[src/rtl/risk_def.sv]
// Shared types and defaults for the pre-trade risk gate and its order FIFO.
package risk_def;

  localparam int DEF_CLIENT_W = 10;
  localparam int DEF_AMT_W    = 16;

  // Reject reason codes carried on rej_reason.
  typedef enum logic [1:0] {
    REJ_NONE   = 2'b00,
    REJ_LIMIT  = 2'b01,
    REJ_HALTED = 2'b10,
    REJ_ZERO   = 2'b11
  } rej_reason_t;

  // Gate operating mode: normal checking or kill switch engaged.
  typedef enum logic {
    ST_RUN  = 1'b0,
    ST_HALT = 1'b1
  } gate_state_t;

  // One queued order as it travels to the exchange.
  typedef struct packed {
    logic [DEF_CLIENT_W-1:0] client_id;
    logic [DEF_AMT_W-1:0]    amount;
  } order_t;

endpackage

[src/rtl/risk_order_fifo.sv]
// Synchronous order FIFO; HRESETn flushes the pointers and count, not the storage.
module risk_order_fifo
  import risk_def::*;
#(
  parameter int DEPTH = 4
) (
  input  logic   clk,
  input  logic   HRESETn,
  input  logic   push,
  input  order_t push_data,
  input  logic   pop,
  output logic   full,
  output logic   empty,
  output order_t head
);

  localparam int PW    = $clog2(DEPTH);
  localparam int CNT_W = PW + 1;

  logic [PW-1:0]    wr_ptr;
  logic [PW-1:0]    rd_ptr;
  logic [CNT_W-1:0] count;
  order_t           mem [DEPTH];

  // Pointer and occupancy bookkeeping; pointers wrap naturally at DEPTH.
  always_ff @(posedge clk) begin
    // NOTE: state registers use non-blocking assignments so every flop samples pre-edge values.
    if (!HRESETn) begin
      wr_ptr <= '0;
      rd_ptr <= '0;
      count  <= '0;
    end else begin
      if (push) wr_ptr <= wr_ptr + 1'b1;
      if (pop)  rd_ptr <= rd_ptr + 1'b1;
      case ({push, pop})
        2'b10:   count <= count + 1'b1;
        2'b01:   count <= count - 1'b1;
        default: count <= count;
      endcase
    end
  end

  // Entry storage; occupancy alone decides which entries are meaningful.
  always_ff @(posedge clk) begin
    // NOTE: the storage array has no reset; a flush only clears pointers, so stale data is never read.
    if (push) mem[wr_ptr] <= push_data;
  end

  assign full  = (count == CNT_W'(DEPTH));
  assign empty = (count == '0);
  assign head  = mem[rd_ptr];

endmodule

[src/rtl/pretrade_risk_gate.sv]
// Pre-trade risk gate: checks each CPU order against live exposure, queues
// safe orders towards the exchange and rejects the rest with a reason code.
// CLIENT_W/AMT_W must match the risk_def defaults that size order_t.
module pretrade_risk_gate
  import risk_def::*;
#(
  parameter int CLIENT_W   = DEF_CLIENT_W,
  parameter int AMT_W      = DEF_AMT_W,
  parameter int DEPTH      = 4,
  parameter int HALT_AFTER = 3
) (
  input  logic                clk,
  input  logic                HRESETn,
  input  logic                ord_valid,
  output logic                ord_ready,
  input  logic [CLIENT_W-1:0] ord_client_id,
  input  logic [AMT_W-1:0]    ord_amount,
  input  logic [15:0]         accumulated_orders,
  input  logic [31:0]         cancelled_orders,
  input  logic [31:0]         max_to_trade,
  input  logic                clear_halt,
  output logic                exch_valid,
  input  logic                exch_ready,
  output logic [CLIENT_W-1:0] exch_client_id,
  output logic [AMT_W-1:0]    exch_amount,
  output logic                rej_valid,
  output logic [CLIENT_W-1:0] rej_client_id,
  output logic [1:0]          rej_reason,
  output logic                halted,
  output logic [AMT_W+1:0]    inflight_amt
);

  localparam int IW = AMT_W + 2;   // in-flight accumulator width
  localparam int EW = AMT_W + 3;   // signed exposure width
  localparam int CW = $clog2(HALT_AFTER + 1);

  gate_state_t state, state_next;
  logic [CW-1:0] rej_cnt, rej_cnt_next;

  logic        fifo_full, fifo_empty;
  logic        accept, push, pop;
  order_t      push_data, head;
  rej_reason_t reason, rej_reason_q;
  logic [EW-1:0] expo, limit;
  logic          limit_ok;

  // Upper halves of the 32-bit risk inputs carry no meaning here.
  logic unused_hi;
  assign unused_hi = ^{cancelled_orders[31:16], max_to_trade[31:16]};

  assign ord_ready  = !fifo_full;
  assign accept     = ord_valid && ord_ready;
  assign exch_valid = !fifo_empty;
  assign pop        = exch_valid && exch_ready;
  assign push       = accept && (reason == REJ_NONE);
  assign halted     = (state == ST_HALT);

  assign push_data.client_id = ord_client_id;
  assign push_data.amount    = ord_amount;

  // Exposure if this order were added: filled minus cancelled plus queued plus new.
  assign expo = EW'(accumulated_orders) - EW'(cancelled_orders[15:0])
              + EW'(inflight_amt) + EW'(ord_amount);
  assign limit    = EW'(max_to_trade[15:0]);
  assign limit_ok = $signed(limit) > $signed(expo);

  // Decision for the offered order; halt outranks zero amount, which outranks the limit.
  always_comb begin
    // NOTE: a default is assigned before any branch so no path leaves reason unassigned (no latch).
    reason = REJ_NONE;
    if (state == ST_HALT)        reason = REJ_HALTED;
    else if (ord_amount == '0)   reason = REJ_ZERO;
    else if (!limit_ok)          reason = REJ_LIMIT;
  end

  // Kill-switch next state: consecutive limit rejects trip it, clear_halt releases it.
  always_comb begin
    state_next   = state;
    rej_cnt_next = rej_cnt;
    case (state)
      ST_RUN: begin
        if (accept && reason == REJ_LIMIT) begin
          rej_cnt_next = rej_cnt + 1'b1;
          if (rej_cnt == CW'(HALT_AFTER - 1)) state_next = ST_HALT;
        end else if (push) begin
          rej_cnt_next = '0;
        end
      end
      ST_HALT: begin
        if (clear_halt) begin
          state_next   = ST_RUN;
          rej_cnt_next = '0;
        end
      end
      default: state_next = ST_RUN;
    endcase
  end

  // Kill-switch state register.
  always_ff @(posedge clk) begin
    if (!HRESETn) begin
      state   <= ST_RUN;
      rej_cnt <= '0;
    end else begin
      state   <= state_next;
      rej_cnt <= rej_cnt_next;
    end
  end

  // One-cycle reject pulse carrying the client id and reason of the refused order.
  always_ff @(posedge clk) begin
    if (!HRESETn) begin
      rej_valid     <= 1'b0;
      rej_client_id <= '0;
      rej_reason_q  <= REJ_NONE;
    end else if (accept && reason != REJ_NONE) begin
      rej_valid     <= 1'b1;
      rej_client_id <= ord_client_id;
      rej_reason_q  <= reason;
    end else begin
      rej_valid     <= 1'b0;
      rej_client_id <= '0;
      rej_reason_q  <= REJ_NONE;
    end
  end

  assign rej_reason = rej_reason_q;

  // Running sum of amounts held in the FIFO; push and pop in one cycle both apply.
  always_ff @(posedge clk) begin
    if (!HRESETn) begin
      inflight_amt <= '0;
    end else begin
      inflight_amt <= inflight_amt
                    + (push ? IW'(ord_amount)  : IW'(0))
                    - (pop  ? IW'(head.amount) : IW'(0));
    end
  end

  assign exch_client_id = exch_valid ? head.client_id : '0;
  assign exch_amount    = exch_valid ? head.amount    : '0;

  risk_order_fifo #(
    .DEPTH(DEPTH)
  ) u_fifo (
    .clk      (clk),
    .HRESETn  (HRESETn),
    .push     (push),
    .push_data(push_data),
    .pop      (pop),
    .full     (fifo_full),
    .empty    (fifo_empty),
    .head     (head)
  );

endmodule

[config.mk]
export PLATFORM = sky130hd
export DESIGN_NAME = pretrade_risk_gate
export DESIGN_NICKNAME = d
export VERILOG_FILES = /design/src/rtl/risk_def.sv /design/src/rtl/risk_order_fifo.sv /design/src/rtl/pretrade_risk_gate.sv
export SDC_FILE = /design/constraint.sdc
export NUM_CORES = 1
export LEC_CHECK = 0
export BUFFER_PORTS_ARGS = -buffer_cell sky130_fd_sc_hd__buf_4
export CAP_MARGIN = 20
export CORE_ASPECT_RATIO = 1.25
export CORE_MARGIN = 2
export CORE_UTILIZATION = 56
export DETAILED_ROUTE_END_ITERATION = 10
export HOLD_SLACK_MARGIN = 0.12
export PLACE_DENSITY = 0.78
export SLEW_MARGIN = 20
export SYNTH_ARGS = -nofsm -noshare
export SYNTH_HDL_FRONTEND = slang
export SYNTH_SLANG_ARGS = --single-unit
[constraint.sdc]
create_clock -name clk -period 10.2 [get_ports clk]
set_input_delay 0.51 -clock clk [delete_from_list [all_inputs] [get_ports clk]]
set_output_delay 0.51 -clock clk [all_outputs]
set_load 0.005 [all_outputs]
[Word level (Yosys, flattened, before mapping)]
Memories as Yosys holds them, arrays and structs flattened. A register that Yosys moved wholly into a read port is not among the register bits.
Cells that the tools add are included.
Word-level totals
  word-level logic and storage cells: 64
  memories kept: 1
  input bits: 111
  memory bits (writable): 104
  register bits: 41
  output and inout port bits: 60
Memory list
  u_fifo.mem: words 4, width 26, rd ports 1, clocked after Yosys merged registers in 1, wr ports 1, line risk_order_fifo.sv:23  | order_t mem [DEPTH];
Cells by class
  equality and inequality tests: 7
  add/subtract/negate cells: 10
  magnitude comparators: 1
  bitwise operators: 1
  reduce and logical (&&, ||, !) cells: 14
  muxes and demuxes: 21
Operators with widths (number)
  two-way mux 16 bit: 3
  adder 19 x 16 -> 19 bit: 1
  adder 19 x 18 -> 19 bit: 1
  greater-than comparator 17 x 19 -> 1 bit: 1
  adder 18 x 16 -> 18 bit: 1
  subtractor 18 x 16 -> 18 bit: 1
  subtractor 16 x 16 -> 17 bit: 1
  logical NOT 16 bit: 1
  two-way mux 2 bit: 7
  two-way mux 10 bit: 1
  two-way mux 1 bit: 7
  adder 2 x 1 -> 2 bit (second input constant): 3
  case mux 3 bit (2 select lines): 1
  logical AND 1 bit: 5
  equality test 2 x 1 -> 1 bit (second input constant): 2
  equality test 2 bit (second input constant): 2
  case mux 2 bit (2 select lines): 1
  AND reduction 2 bit: 2
  nonzero test 2 bit: 2
  adder 3 x 1 -> 3 bit (second input constant): 1
  equality test 3 bit (second input constant): 1
  logical NOT 3 bit: 1
  inequality test 3 bit (second input constant): 1
  subtractor 3 x 1 -> 3 bit (second input constant): 1
  other kinds (5): 6

[Longest topological paths before layout]
Gate-level depths: netlist of run 1.
  depth after elaboration: 12
  mapped depth: 42
  depth with buffers taken out: 40

[Cells and area by module]
Synthesis of run 1 repeated with hierarchy kept, for this count alone.
Unflattened totals
  cell total of the unflattened synthesis: 799
  area total of the unflattened synthesis: 9240.1 µm²
Modules (own cells, without submodules)
  pretrade_risk_gate: times used 1, cells each 617, area each 4992.3 µm²
  risk_order_fifo: times used 1, cells each 182, area each 4247.8 µm²

[Least setup slack after synthesis of run 1]
No wires, ideal clock.
  path kind: input to register
  from: in accumulated_orders[0]
  to: reg inflight_amt[9]
  stages on the path: 40
  slack: 2.574 ns
  library setup time: 0.122 ns
  path buffers: 2
  arrival time: 7.505 ns
  required time: 10.078 ns
  path through: inv_1 > ha_1 > fa_1 > nor2b_1 > o21a_1 > o21ai_0 > a21oi_1 > a21o_1 > xor2_1 > fa_1 > ha_1 > a2111o_1 > a21oi_1 > o21ai_0 > a21oi_1 > o21bai_1 > a21oi_1 > xor2_1 > [4 not listed] > o2111ai_1 > o2111ai_1 > o211ai_2 > nor2b_4 > buf_6 > buf_6 > nand2_1 > fa_1 > inv_1 > ha_1 > a21o_1 > a21oi_1 > o21ai_0 > o21a_1 > nor2_1 > nor2_1 > o21a_1 > o311a_1
Between the ends
  cells in the longest elaborated chain, start to end: 12
RTL lines
  start: declaration: line pretrade_risk_gate.sv:18  | input logic [15:0] accumulated_orders,
  subtractor 16 x 16 -> 17 bit: line pretrade_risk_gate.sv:62  | assign expo = EW'(accumulated_orders) - EW'(cancelled_orders[15:0])
  adder 19 x 18 -> 19 bit: line pretrade_risk_gate.sv:63  | + EW'(inflight_amt) + EW'(ord_amount);
  adder 19 x 16 -> 19 bit: line pretrade_risk_gate.sv:63
  greater-than comparator 17 x 19 -> 1 bit: line pretrade_risk_gate.sv:65  | assign limit_ok = $signed(limit) > $signed(expo);
  two-way mux 1 bit: line pretrade_risk_gate.sv:73  | else if (!limit_ok) reason = REJ_LIMIT;
  two-way mux 2 bit: line pretrade_risk_gate.sv:72  | else if (ord_amount == '0) reason = REJ_ZERO;
  two-way mux 2 bit: line pretrade_risk_gate.sv:71  | if (state == ST_HALT) reason = REJ_HALTED;
  logical NOT 2 bit: line pretrade_risk_gate.sv:55  | assign push = accept && (reason == REJ_NONE);
  logical AND 1 bit: line pretrade_risk_gate.sv:55
  two-way mux 16 bit: line pretrade_risk_gate.sv:135  | + (push ? IW'(ord_amount) : IW'(0))
  adder 18 x 16 -> 18 bit: line pretrade_risk_gate.sv:135
  subtractor 18 x 16 -> 18 bit: line pretrade_risk_gate.sv:136  | - (pop ? IW'(head.amount) : IW'(0));
  end signal: assignment: line pretrade_risk_gate.sv:134  | inflight_amt <= inflight_amt
  end: declaration: line pretrade_risk_gate.sv:30  | output logic [AMT_W+1:0] inflight_amt
Every way passes these cells.
A chain may end at the register's enable or synchronous reset.

[Worst setup path after layout of run 1]
  from: in accumulated_orders[0]
  to: reg inflight_amt[17]
The elaborated chain is that of the path after synthesis.

==> impl_metrics.toml, run 1 <==
[status]
status = "finished clean"

[synth]
synth_warnings = 0
synth_cell_types = 55
synth_area_sq_um = 8980
synth_edf_count = 104
ys_seq_area_frac = 0.443
syn_area_per_cell_sq_um = 11.6
synthCells = 775
syn_nets = 996
synth-main-ff-cell = "edfxtp_1"
ys_seq_elements = 147
async_reset_ff_frac = 0

[clock_network]
post_cts.repair.setup_buffers = 0
cts_tree = "done"
cts.clk_slew.worst_paths_ps = 60
clockBufferDepth = 2
clkSinkCount = 147
htreeDepth = 4
cts_resized = 0
cts_hold_buf = 0
worst_skew_pair.late_latency_ps = 410
root_buffer = "clkbuf_16"
cts_buffers = 17

[pwr]
pwr-share-seq = 0.230
leakage_nw = 4.63
p_per_area_nw_per_um2 = 361
combPwrFrac = 0.622
power.share.clock = 0.148
intPower_mw = 2.28
ir_worst_vdd_mv = 0.200
p_sw_frac = 0.415
p_switching_mw = 1.61

[worst_hold_path]
holdPathStages = 1
hold_class = "primary input to flip-flop"
hold_path_end = "u_fifo.mem[0][20]"
hp-start = "ord_client_id[4]"

[timing]
finalSetupViolCount = 0
maxSlewHeadroom = 0.355
min_period_ps = 8580
clock_skew_ps = 13.7
drv_slew = 0
finalCritPeriodShare = 0.841
finalSetupTns_ps = 0
fmax_mhz = 117
grt_setup_unrepaired = "false"
worst_pin_slew_ps = 967
hold_viol = 0

[global_route]
first_global_vias = 6612
met3_usage = 0.0408
antenna_found_initial = 0
grt_usage = 0.238
grt.overflow.total = 0
met2_usage = 0.431
grt.met1_usage = 0.279
grt_max_degree = 32
busiest_layer = "met2"
grt_pass1_wl_um = 31200

[layout]
nets = 1138
antenna_cells = 0
stdcell_count = 1142
area_growth_pct = 20.1
layout-drive-gt1-share = 0.223

[place]
port_buffers = 138
gp_congestion = 0.888
place_inst = 1110
hpwl_um = 14600

[detailed_routing]
first_iter_violations = 358
viasPerCell = 5.52
wl_per_cell_um = 16.9
drc = 0
first_pass_iters = 5
via_count = 6302
antenna_left = 0
routed_wl_um = 19300

[setup_path]
r2r_start = "inflight_amt[1]"
max_stage_delay_ps = 490
required_ps = 10490
timing.rr.end = "inflight_amt[17]"
crit_path_start_kind = "primary input"
cp_max_fo = 16
reg2reg_slack_ps = 2650
arrival_ps = 8870
cp_slowest_cell = "fa_1"
crit_path_end_kind = "flip-flop"
crit_type = "primary input to flip-flop"
r2r_cells = 31

[floorplanning]
dieHeight_um = 146
dieArea_sq_um = 17100
core_sq_um = 15600
io_pins = 171
die_width_um = 117
initial_core_util = 0.575
rows = 51

[job]
maxCapViolCount = 0
cells by family after synthesis:
| logic type | share of synthesized area |
|---|---|
| AND/OR/NAND/NOR | 0.120 |
| flip-flops | 0.443 |
| AO/OA/AOI/OAI | 0.0983 |
| adder cells (fa/ha/maj) | 0.182 |
| buffers and inverters | 0.0478 |
| XOR/XNOR | 0.0390 |
| multiplexers | 0.0687 |
power by group through the flow:
stage / clock network, mW / registers [mW] / logic (mW)
after floorplan: 0 / 0.863 / 1.83
after global placement: 0 / 0.902 / 2.35
after detailed placement: 0 / 0.909 / 2.40
after CTS: 0.585 / 0.898 / 2.43
after global routing: 0.613 / 0.913 / 2.74
final: 0.578 / 0.895 / 2.42
registers in the layout (all words and copies together), names as in the netlist, named ones only:
name / flops
halted: 1
inflight_amt: 18
rej_client_id: 10
rej_cnt: 2
rej_reason: 2
rej_valid: 1
u_fifo.count: 3
u_fifo.mem: 104
u_fifo.rd_ptr: 2
u_fifo.wr_ptr: 2
cell type report:
class,count,area [sq um]
timing repair buffer,142,1070
fill,1178,4850
tap,212,265
inverter,90,338
clock inverter,11,77.6
multi-input combinational,519,4570
sequential,147,3990
clock buffer,21,483
stage by stage:
step / utilization / hold WS (ps) / total power, mW / setup slack (ps) / cell area (sq um)
2_1_floorplan: - / 452 / 2.70 / 2570 / 8980
3_3_place_gp: 0.654 / 465 / 3.25 / 1330 / 10200
3_5_place_dp: 0.654 / 481 / 3.31 / 1220 / 10200
4_1_cts: 0.690 / 297 / 3.91 / 1650 / 10800
5_1_grt: 0.690 / 300 / 4.27 / 1060 / 10800
6_report: 0.690 / 313 / 3.89 / 1620 / 10800
synthesized netlist by cell type (all sizes together), types with 2 or more instances:
library cell / instances / area share
a211o: 2 / 0.0019
a211oi: 6 / 0.0050
a21o: 13 / 0.011
a21oi: 36 / 0.020
a221o: 2 / 0.0022
a31oi: 5 / 0.0035
and2: 49 / 0.035
and3: 19 / 0.013
buf: 7 / 0.0052
clkbuf: 12 / 0.0050
dfxtp: 43 / 0.096
edfxtp: 104 / 0.35
fa: 35 / 0.078
ha: 75 / 0.10
inv: 90 / 0.038
mux2i: 2 / 0.0022
mux4: 26 / 0.065
nand2: 42 / 0.018
nand2b: 8 / 0.0056
nand3: 9 / 0.0050
nand3b: 2 / 0.0017
nand4: 4 / 0.0028
nor2: 42 / 0.018
nor2b: 6 / 0.0050
nor3: 11 / 0.0061
nor3b: 2 / 0.0017
nor4: 4 / 0.0028
o2111ai: 2 / 0.0019
o211ai: 11 / 0.0097
o21a: 16 / 0.013
o21ai: 21 / 0.012
o21bai: 5 / 0.0042
o31a: 3 / 0.0029
or3: 8 / 0.0056
xnor2: 23 / 0.022
xor2: 17 / 0.017
cells in the final DEF (no fill, tap or decap), types with 3 or more instances in the layout:
master,netlist,final
ha_1,75,75
a211oi_1,6,6
o31a_1,3,3
clkinv_2,0,4
xor2_1,17,17
a31oi_1,5,5
a21oi_1,36,36
edfxtp_1,104,104
nand2b_1,8,8
o21a_1,16,16
o21bai_1,5,5
a21o_1,13,13
clkinvlp_4,0,3
nor4_1,4,4
or3_1,8,8
o21ai_0,21,21
nor2_1,42,42
inv_1,90,90
o211ai_1,10,10
nand3_1,9,9
dfxtp_1,43,42
and2_1,45,45
nor3_1,11,11
clkinv_4,0,3
and2_4,4,4
nand4_1,4,4
clkbuf_16,0,19
and3_1,19,19
xnor2_1,23,23
buf_4,1,142
mux4_2,26,26
nand2_1,42,42
fa_1,35,35
nor2b_1,5,5
worst max-delay path by stage:
stage	startpoint	end	slack [ps]
4_1_cts	accumulated_orders[0]	inflight_amt[17]	1650
6_report	accumulated_orders[0]	inflight_amt[17]	1620
3_5_place_dp	accumulated_orders[0]	inflight_amt[17]	1220
3_3_place_gp	accumulated_orders[0]	inflight_amt[17]	1330
2_1_floorplan	accumulated_orders[0]	inflight_amt[9]	2570
5_1_grt	accumulated_orders[0]	inflight_amt[9]	1060
critical path, delay by kind of cell:
family	cells	cell delay (ps)
xor gates and xnor gates	2	280
adders and majority gates	7	2470
and+or+nand+nor	6	1040
AOI/OAI and AO/OA	19	4120
buffers and inverters	4	430
metal layers:
layer / routed length (um) / vias to the layer above
li1: - / 3053
met2: 10200 / 218
met3: 1030 / 38
met4: 480 / 0
met5: 0 / -
met1: 7560 / 2993
(Power assumes the default switching activity.)
==> inputs of run 2 (changes only) <==
==> constraint.sdc (replaced) <==
create_clock -name clk -period 8.9 [get_ports clk]
set_input_delay 0.445 -clock clk [delete_from_list [all_inputs] [get_ports clk]]
set_output_delay 0.445 -clock clk [all_outputs]
set_load 0.005 [all_outputs]
==> impl_metrics.toml, run 2 (same netlist as run 1, synthesis figures left out) <==
[timing]
finalCritPeriodShare = 0.921
maxSlewHeadroom = 0.445
drv_slew = 0
grt_setup_unrepaired = "false"
setup_ws_ps = 702
clock_skew_ps = 11.4
worst_pin_slew_ps = 831
fmax_mhz = 122
finalSetupViolCount = 0
hold_viol = 0
finalSetupTns_ps = 0
min_period_ps = 8200

[layout]
area_growth_pct = 20.9
finalCoreUtilization = 0.695
reg_top3 = "u_fifo.mem x104, inflight_amt x18, rej_client_id x10"
fillers = 1150
layout-drive-gt1-share = 0.227
final_common_cell = "buf_4"
top_register = "u_fifo.mem"
final_cell_mix = "buf_4, edfxtp_1, inv_1"
nets = 1142
final_area_sq_um = 10900
largest_reg_flops = 104
antenna_cells = 0

[clock_network]
htreeDepth = 4
worst_skew_pair.late_latency_ps = 420
cts_tree = "done"
clockBufferDepth = 2
cts_hold_buf = 0
cts.clk_slew.worst_paths_ps = 60
clkSinkCount = 147
cts_buffers = 17
root_buffer = "clkbuf_16"

[worst_hold_path]
holdPathStages = 1
hp-start = "ord_client_id[1]"
hold_path_end = "u_fifo.mem[1][17]"
hold_class = "primary input to flip-flop"

[setup_path]
cp_top_family = "compound AO/OA/AOI/OAI gates"
crit_type = "primary input to flip-flop"
cp_slowest_cell = "fa_1"
reg2reg_slack_ps = 1580
crit_path_end_kind = "flip-flop"
timing.rr.end = "inflight_amt[16]"
required_ps = 9240
arrival_ps = 8540
cp_max_fo = 8
max_stage_delay_ps = 500
r2r_start = "inflight_amt[1]"
crit_path_start_kind = "primary input"
r2r_cells = 32
cp_num_buf_inv = 3

[detailed_routing]
wl_per_cell_um = 17.4
first_iter_violations = 437
antenna_left = 0
via_count = 6346
viasPerCell = 5.54
routed_wl_um = 20000
drc = 0
first_pass_iters = 5

[pwr]
intPower_mw = 2.69
power.share.clock = 0.159
p_sw_frac = 0.411
leakage_nw = 4.67
p_switching_mw = 1.88
p_per_area_nw_per_um2 = 421
pwr-share-seq = 0.222
ir_worst_vdd_mv = 0.202
combPwrFrac = 0.619

[place]
port_buffers = 138
hpwl_um = 14800
pre_cts_ws_ps = 159
gp_congestion = 0.857
dpl_cell_area_sq_um = 10200

[floorplanning]
rows = 51
dieHeight_um = 146
die_width_um = 117
initial_core_util = 0.575
dieArea_sq_um = 17100
io_pins = 171
core_sq_um = 15600

[global_route]
antenna_found_initial = 0
grt_pass1_wl_um = 32500
grt_max_degree = 30
first_global_vias = 6655
grt.overflow.total = 0
grt_usage = 0.248

[status]
status = "finished clean"

[job]
maxCapViolCount = 0
-- run 2: power by group through the flow --
stage          clock (mW)  combinational (mW)  sequential (mW)
6_report            0.728                2.83             1.02
5_1_grt             0.760                3.22             1.04
4_1_cts             0.735                2.82             1.02
3_5_place_dp            0                2.78             1.03
3_3_place_gp            0                2.73             1.02
2_1_floorplan           0                2.10            0.989
-- run 2: repair_timing --
action	4_1_cts	5_1_grt
endpoints found under the setup margin	0	3
resized for setup	0	1
buffers inserted	0	1
-- run 2: how the worst max path moves through the flow --
stage | from | endpoint | slack (ps) | cells past startpoint
floorplan | accumulated_orders[0] | inflight_amt[9] | 1340 | 40
global placement | accumulated_orders[0] | inflight_amt[16] | 270 | 39
detailed placement | accumulated_orders[0] | inflight_amt[9] | 160 | 39
CTS | accumulated_orders[0] | inflight_amt[9] | 560 | 39
global route | accumulated_orders[0] | inflight_amt[9] | 150 | 39
finish | accumulated_orders[0] | inflight_amt[16] | 700 | 39
-- run 2: final cells by class --
class,count,area [sq um],share of cell area
Clock inverter,15,180,0.0166
Inverter,90,338,0.0311
Tap cell,212,265,0.0244
Timing Repair Buffer,146,1100,0.101
Sequential cell,147,3990,0.367
Clock buffer,17,425,0.0392
Multi-Input combinational cell,519,4580,0.421
-- run 2: routing by layer --
metal	vias up	global-route usage	routed length, um
li1	3058	-	-
met1	3030	0.305	7980
met2	207	0.419	10200
met3	51	0.0458	1140
met4	0	0.110	664
met5	-	0	0
-- run 2: per-stage QoR --
stage / hold slack (ps) / total power [mW] / std cells
finish: 242 / 4.57 / 1146
global route: 227 / 5.02 / 1146
global placement: 465 / 3.75 / 1113
floorplan: 452 / 3.09 / 775
CTS: 227 / 4.58 / 1145
detailed placement: 487 / 3.81 / 1113
==> inputs of run 3 (changes only) <==
--- a/config.mk
+++ b/config.mk
@@ -7,11 +7,13 @@
 export LEC_CHECK = 0
 export BUFFER_PORTS_ARGS = -buffer_cell sky130_fd_sc_hd__buf_4
 export CAP_MARGIN = 20
+export CELL_PAD_IN_SITES_DETAIL_PLACEMENT = 1
+export CELL_PAD_IN_SITES_GLOBAL_PLACEMENT = 2
 export CORE_ASPECT_RATIO = 1.25
 export CORE_MARGIN = 2
-export CORE_UTILIZATION = 56
+export CORE_UTILIZATION = 37
 export DETAILED_ROUTE_END_ITERATION = 10
-export HOLD_SLACK_MARGIN = 0.12
+export HOLD_SLACK_MARGIN = 0.03
 export PLACE_DENSITY = 0.78
 export SLEW_MARGIN = 20
 export SYNTH_ARGS = -nofsm -noshare
==> constraint.sdc (replaced) <==
create_clock -name clk -period 8.9 [get_ports clk]
set_input_delay 0.89 -clock clk [delete_from_list [all_inputs] [get_ports clk]]
set_output_delay 0.89 -clock clk [all_outputs]
set_load 0.005 [all_outputs]
==> impl_metrics.toml, run 3 (same netlist as run 1, synthesis figures left out) <==
[layout]
fillers = 2641
final_area_sq_um = 11500
top_register = "u_fifo.mem"
reg_top3 = "u_fifo.mem x104, inflight_amt x18, rej_client_id x10"
antenna_cells = 0
final_common_cell = "buf_4"
layout-drive-gt1-share = 0.278
final_cell_mix = "buf_4, edfxtp_1, inv_1"
stdcell_count = 1322
nets = 1205
largest_reg_flops = 104
area_growth_pct = 27.5

[worst_hold_path]
hold_class = "flip-flop to flip-flop"

[setup_path]
max_stage_delay_ps = 500
crit_type = "primary input to flip-flop"
required_ps = 9240
arrival_ps = 8640
crit_path_start_kind = "primary input"
cp_max_fo = 8
crit_path_end_kind = "flip-flop"
cp_slowest_cell = "fa_1"

[floorplanning]
dieArea_sq_um = 25600
core_sq_um = 23800
rows = 63
io_pins = 171
dieHeight_um = 178
die_width_um = 143
initial_core_util = 0.377

[clock_network]
cts_resized = 0
cts_tree = "done"
cts.clk_slew.worst_paths_ps = 70
clockBufferDepth = 2
cts_buffers = 17
htreeDepth = 4
clkSinkCount = 147
cts_hold_buf = 0
post_cts.repair.setup_buffers = 0
root_buffer = "clkbuf_16"
worst_skew_pair.late_latency_ps = 410

[timing]
maxSlewHeadroom = 0.329
drv_slew = 0
setup_ws_ps = 596
finalCritPeriodShare = 0.933
grt_setup_unrepaired = "false"
fmax_mhz = 120
min_period_ps = 8300
clock_skew_ps = 13.3
worst_pin_slew_ps = 1010
hold_viol = 0
finalSetupViolCount = 0

[place]
dpl_cell_area_sq_um = 10900
hpwl_um = 17500
gp_congestion = 0.798
place_inst = 1290
pre_cts_ws_ps = -267
port_buffers = 138

[global_route]
grt.overflow.total = 0
first_global_vias = 7128
grt_pass1_wl_um = 36300
antenna_found_initial = 0
grt_max_degree = 45
grt_usage = 0.188

[pwr]
ir_worst_vdd_mv = 0.150
leakage_nw = 4.97
p_per_area_nw_per_um2 = 439

[job]
maxCapViolCount = 0

[detailed_routing]
viasPerCell = 4.91
wl_per_cell_um = 17.3
routed_wl_um = 22900
first_pass_iters = 4
first_iter_violations = 224
antenna_left = 0
via_count = 6496
drc = 0

[status]
status = "finished clean"
run 3: area by class of cell:
cell class | instances | area [sq um] | area share
sequential | 147 | 3990 | 0.348
clock buffer | 20 | 437 | 0.0381
timing repair buffer | 209 | 1570 | 0.137
multi-input combinational | 519 | 4590 | 0.401
clock inverter | 12 | 134 | 0.0117
inverter | 90 | 338 | 0.0295
tap | 325 | 407 | 0.0355
run 3: path summary, 6_finish.rpt:
check	slack [ps]	startpoint	cells past startpoint	end
worst max-delay path	600	accumulated_orders[0]	38	inflight_amt[16]
worst max register to register	1830	inflight_amt[1]	32	inflight_amt[16]
worst min-delay path	480	rej_cnt[1]	2	rej_cnt[1]
worst min register to register	480	rej_cnt[1]	2	rej_cnt[1]
run 3: per-stage QoR:
step,TNS (ps),hold WS (ps),util,total power [mW]
floorplan,0,452,-,3.09
global placement,-710,460,0.457,4.29
detailed placement,-1440,470,0.457,4.37
CTS,0,488,0.481,5.10
global route,0,508,0.481,5.54
finish,0,483,0.481,5.03
run 3: worst max-delay path, delay by kind of cell:
family                     cells  cell delay, ps
xor gates and xnor gates       2             350
and+or+nand+nor                7            1180
buffers and inverters          4             290
adders and majority gates      7            2520
AOI/OAI and AO/OA             18            3390
run 3: report_power, final:
part           internal, mW  switching, mW
Sequential            0.918          0.110
Combinational          1.69           1.62
Clock                 0.414          0.281
Total                  3.02           2.01
run 3: metal layers:
metal	GRT usage	share of wire	up-vias
li1	-	-	3173
met1	0.224	0.42	3171
met2	0.350	0.53	131
met3	0.0242	0.027	21
met4	0.0580	0.017	0
met5	0	0	-
